<file path="src/rtl/feature_uart_tx.sv">
// feature_uart_tx: snapshots an N_WORDS x 16-bit feature vector on start and sends it
// as one 8N1 UART frame: sync byte, high/low byte per word, then an XOR checksum.
module feature_uart_tx #(
  parameter int         CLKS_PER_BIT = 868,
  parameter int         N_WORDS      = 26,
  parameter logic [7:0] SYNC_BYTE    = 8'hA5
) (
  input  logic                    clk,
  input  logic                    rst,
  input  logic                    start,
  input  logic [N_WORDS-1:0][15:0] feature_in,
  output logic                    tx,
  output logic                    busy,
  output logic                    done
);

  localparam int N_BYTES = 2 * N_WORDS + 2;
  localparam int IDX_W   = $clog2(N_BYTES);
  localparam int WORD_W  = (N_WORDS > 1) ? $clog2(N_WORDS) : 1;
  localparam int BAUD_W  = $clog2(CLKS_PER_BIT);
  localparam logic [IDX_W-1:0]  LAST_IDX = IDX_W'(N_BYTES - 1);
  localparam logic [BAUD_W-1:0] BAUD_MAX = BAUD_W'(CLKS_PER_BIT - 1);

  typedef enum logic [1:0] {IDLE, START_BIT, DATA_BITS, STOP_BIT} state_t;

  state_t                     state, state_next;
  logic [BAUD_W-1:0]          baud_cnt;
  logic [2:0]                 bit_cnt;
  logic [IDX_W-1:0]           byte_idx;
  logic [7:0]                 cur_byte;
  logic [7:0]                 checksum;
  logic [N_WORDS-1:0][15:0]   shadow;
  logic                       tx_reg, tx_next;
  logic                       done_reg, done_next;
  logic                       advance;
  logic                       baud_wrap;

  logic [IDX_W-1:0]  next_idx;
  logic [WORD_W-1:0] word_sel;
  logic [15:0]       word_val;
  logic [7:0]        next_byte;
  logic              next_is_data;

  assign baud_wrap = (baud_cnt == BAUD_MAX);

  // Byte index i (1..2N) maps to word (i-1)/2; the current index is exactly i-1 of the next byte.
  always_comb begin
    next_idx     = byte_idx + IDX_W'(1);
    word_sel     = WORD_W'(byte_idx >> 1);
    word_val     = shadow[word_sel];
    next_is_data = (next_idx != LAST_IDX);
    next_byte    = next_is_data ? (byte_idx[0] ? word_val[7:0] : word_val[15:8]) : checksum;
  end

  always_comb begin
    state_next = state;
    tx_next    = tx_reg;
    done_next  = 1'b0;
    advance    = 1'b0;
    case (state)
      IDLE: begin
        // A start in the cycle done is high belongs to the frame just finished.
        if (start && !done_reg) begin
          state_next = START_BIT;
          tx_next    = 1'b0;
        end
      end
      START_BIT: begin
        if (baud_wrap) begin
          state_next = DATA_BITS;
          tx_next    = cur_byte[0];
        end
      end
      DATA_BITS: begin
        if (baud_wrap) begin
          if (bit_cnt == 3'd7) begin
            state_next = STOP_BIT;
            tx_next    = 1'b1;
          end else begin
            tx_next = cur_byte[bit_cnt + 3'd1];
          end
        end
      end
      STOP_BIT: begin
        if (baud_wrap) begin
          if (byte_idx < LAST_IDX) begin
            state_next = START_BIT;
            tx_next    = 1'b0;
            advance    = 1'b1;
          end else begin
            state_next = IDLE;
            done_next  = 1'b1;
          end
        end
      end
      default: begin
        state_next = IDLE;
        tx_next    = 1'b1;
      end
    endcase
  end

  always_ff @(posedge clk) begin
    if (rst) begin
      state    <= IDLE;
      tx_reg   <= 1'b1;
      done_reg <= 1'b0;
      baud_cnt <= '0;
      bit_cnt  <= '0;
      byte_idx <= '0;
      checksum <= '0;
      cur_byte <= '0;
    end else begin
      state    <= state_next;
      tx_reg   <= tx_next;
      done_reg <= done_next;
      if (state == IDLE) begin
        baud_cnt <= '0;
        bit_cnt  <= '0;
        if (state_next == START_BIT) begin
          byte_idx <= '0;
          checksum <= '0;
          cur_byte <= SYNC_BYTE;
        end
      end else begin
        baud_cnt <= baud_wrap ? '0 : baud_cnt + BAUD_W'(1);
        if (state == DATA_BITS && baud_wrap) begin
          bit_cnt <= bit_cnt + 3'd1;
        end
        if (advance) begin
          byte_idx <= next_idx;
          cur_byte <= next_byte;
          if (next_is_data) begin
            checksum <= checksum ^ next_byte;
          end
        end
      end
    end
  end

  // The snapshot is only captured on an accepted start, so it needs no reset.
  always_ff @(posedge clk) begin
    if (!rst && state == IDLE && state_next == START_BIT) begin
      shadow <= feature_in;
    end
  end

  assign tx   = tx_reg;
  assign busy = (state != IDLE);
  assign done = done_reg;

endmodule
</file>
<file path="config.mk">
export PLATFORM = sky130hd
export DESIGN_NAME = feature_uart_tx
export DESIGN_NICKNAME = d
export VERILOG_FILES = /design/src/rtl/feature_uart_tx.sv
export SDC_FILE = /design/constraint.sdc
export NUM_CORES = 1
export LEC_CHECK = 0
export CAP_MARGIN = 0
export CORE_UTILIZATION = 48
export CTS_BUF_LIST = sky130_fd_sc_hd__clkbuf_16
export DETAILED_ROUTE_END_ITERATION = 8
export HOLD_SLACK_MARGIN = 0.05
export PLACE_DENSITY_LB_ADDON = 0.05
export SYNTH_ARGS = -nofsm -noshare
export SYNTH_HDL_FRONTEND = slang
export SYNTH_SLANG_ARGS = --single-unit
</file>
<file path="constraint.sdc">
create_clock -name clk -period 26.4 [get_ports clk]
set_input_delay 3.96 -clock clk [delete_from_list [all_inputs] [get_ports clk]]
set_output_delay 3.96 -clock clk [all_outputs]
set_load 0.05 [all_outputs]
</file>
==> reports/qor.yml <==
outcome: "finished clean"
p_leak_nw: 8.01
clock_sinks: 455
h-tree-depth: 2
reg2reg_slack_ps: 22940
wl_um: 46600
cts_resized: 0
grt_max_degree: 204
report.final.slew_viol_count: 0
cts_buffers: 48
fmax_ghz: 0.155
worstMarginPinSlew_ps: 1210
core_um2: 37600
setup-violations-final: 0
p_int_mw: 1.30
netlist.area_leader.share: 0.684
r2r_cells: 6
ioPinCount: 422
ys_ff_latch: 455
avgSynthCellArea_um2: 18.2
nets: 1856
power.share.clock: 0.403
clkLatencyLatePin_ps: 580
comb_power_share: 0.074
drt_pre_antenna_iters: 5
row_count: 71
rr_endpoint: "shadow[40]"
regMostFlops: "shadow"
worstHoldStart: "baud_cnt[0]"
slew_headroom: 0.191
yosys.area.top_type: "edfxtp_1"
area_growth_pct: 33.6
worst-endpoint-arrival_ps: 2500
p_seq_frac: 0.522
die_area_um2: 38800
holdBufCountCts: 0
period_minus_slack_ps: 6460
grt_pass1_wl_um: 67100
crit-reg2reg-launch: "state[0]"
synthCells: 1002
endpoint_kind: "primary output"
numPortBuffers: 421
clockBufferDepth: 3
start_util: 0.486
post-route-drc-count: 0
largest_reg_flops: 416
finClkSkew_ps: 15.6
min_path_type: "flop to flop"
fp.dieW_um: 197
min_path_cells: 1
num_vias: 10600
syn_nets: 1430
first_global_vias: 10900
min_to: "baud_cnt[0]"
synth_edf_count: 416
top_regs: "shadow: 416 flops, baud_cnt: 10 flops"
synth-main-ff-cell: "edfxtp_1"
fp.dieH_um: 197
yosys.cell_count.top_type: "edfxtp_1"
ys_async_sr_fraction: 0
ys_types: 68
grt-ovfl-total: 0
routedWlPerCell_um: 23.5
drtIter0Drc: 734
synth_common_cells: "416 x edfxtp_1, 66 x mux2i_1, 44 x mux4_2, 39 x a21oi_1, 39 x dfxtp_1"
cts_setup_buffers: 0
syn_area_um2: 18300
power.switching_uw: 330
cts_root_buf: "clkbuf_16"
maxCapViolations: 0
grt_setup_unrepaired: "no"
hold_ws_ps: 457
yosys-top-cells-area: "edfxtp_1 68%, mux4_2 5.4%, dfxtp_1 4.3%"
cp.required_ps: 22440
final_antenna_net_count: 0
via_per_inst: 5.36
yosys_warnings: 0
grt_usage: 0.240
path_clk_slew_ps: 60
fin_ws_ps: 19940
drive_gt1_frac: 0.124
dp_slack_ps: 19500
peakVddDrop_uv: 50.7
finalSetupTns_ps: 0
powerDensity_nw_per_um2: 67.0
start_kind: "flop"
antenna_found_initial: 11
switching_share: 0.202
cts_tree: "done"
yosysSeqAreaShare: 0.727
dp.final_hpwl_um: 32700
crit_fanout: 9
final_hold_viol_count: 0
period_share: 0.245
place_congestion: 0.830
critPathKind: "flop to primary output"
power groups by stage:
| stage | Sequential (mW) | Combinational [mW] | Clock (mW) |
|---|---|---|---|
| 2_1_floorplan | 0.900 | 0.0414 | 0 |
| 3_3_place_gp | 0.867 | 0.120 | 0 |
| 3_5_place_dp | 0.869 | 0.122 | 0 |
| 4_1_cts | 0.854 | 0.122 | 0.673 |
| 5_1_grt | 0.857 | 0.130 | 0.700 |
| 6_report | 0.854 | 0.121 | 0.660 |
worst max-delay path by stage:
| stage | start | to |
|---|---|---|
| floorplan | rst | shadow[0] |
| finish | state[0] | busy |
| CTS | state[0] | busy |
| global placement | start | shadow[47] |
| global route | state[0] | busy |
| detailed placement | start | shadow[123] |
critical path: stages, from the launching register on:
cell	delay, ps
dfxtp_1	440
inv_1	120
ha_1	340
inv_1	210
clkdlybuf4s50_1	840
per-stage QoR:
step	cells	util	cell area, um2	total power [mW]
after floorplan	1002	-	18300	0.941
final	1986	0.649	24400	1.63
after CTS	1978	0.648	24400	1.65
after global placement	1889	0.607	22800	0.987
after detailed placement	1889	0.607	22800	0.991
after global routing	1980	0.649	24400	1.69
cells by family (layout without fill, tap and decap cells):
family / after synthesis / in the layout / share of synthesized area
multiplexers: 158 / 158 / 0.131
flip-flops: 455 / 455 / 0.727
adder cells (fa/ha/maj): 9 / 9 / 0.00617
AND/OR/NAND/NOR: 145 / 145 / 0.0422
buffers and inverters: 64 / 529 / 0.0257
XOR/XNOR: 9 / 9 / 0.00432
other: 0 / 8 / 0
AO/OA/AOI/OAI: 162 / 162 / 0.0636
layout make-up:
type	instances	area [um2]
multi-input cells	483	4530
flip-flops and latches	455	13300
repair buffers	432	4330
diodes	8	20.0
clock buffers	50	1250
well taps	511	639
fillers	2719	13200
inverters	8	30.0
clock inverters	39	302
cell usage in the layout (no fill, tap or decap), types with 4 or more instances in the layout:
master | netlist | layout
nand3_1 | 17 | 17
clkdlybuf4s50_1 | 0 | 421
a31o_2 | 4 | 4
a221o_1 | 4 | 4
o21ai_1 | 4 | 4
ha_1 | 9 | 9
o31a_1 | 4 | 4
nand4_1 | 4 | 4
o31ai_1 | 4 | 4
nand2_1 | 35 | 35
mux4_2 | 44 | 44
mux4_1 | 13 | 13
a22oi_1 | 27 | 27
diode_2 | 0 | 8
edfxtp_1 | 416 | 416
bufinv_16 | 0 | 5
clkinv_2 | 0 | 6
or3_1 | 5 | 5
o32ai_2 | 4 | 4
nor2b_1 | 6 | 4
dfxtp_1 | 39 | 35
and3_1 | 11 | 11
o21ai_0 | 25 | 25
a221oi_1 | 20 | 20
nor2_1 | 35 | 32
clkinv_1 | 1 | 15
buf_4 | 9 | 8
clkbuf_16 | 0 | 50
mux2_2 | 35 | 35
nor3_1 | 9 | 9
xor2_1 | 6 | 6
mux2i_1 | 66 | 66
inv_1 | 7 | 19
a31o_1 | 4 | 4
a21oi_1 | 39 | 39
routing by layer:
metal	GRT usage	part of all wire
met1	0.296	0.40
met5	0	0.0013
met2	0.415	0.52
met3	0.0736	0.075
met4	0.0528	0.013
(Power assumes the default switching activity.)
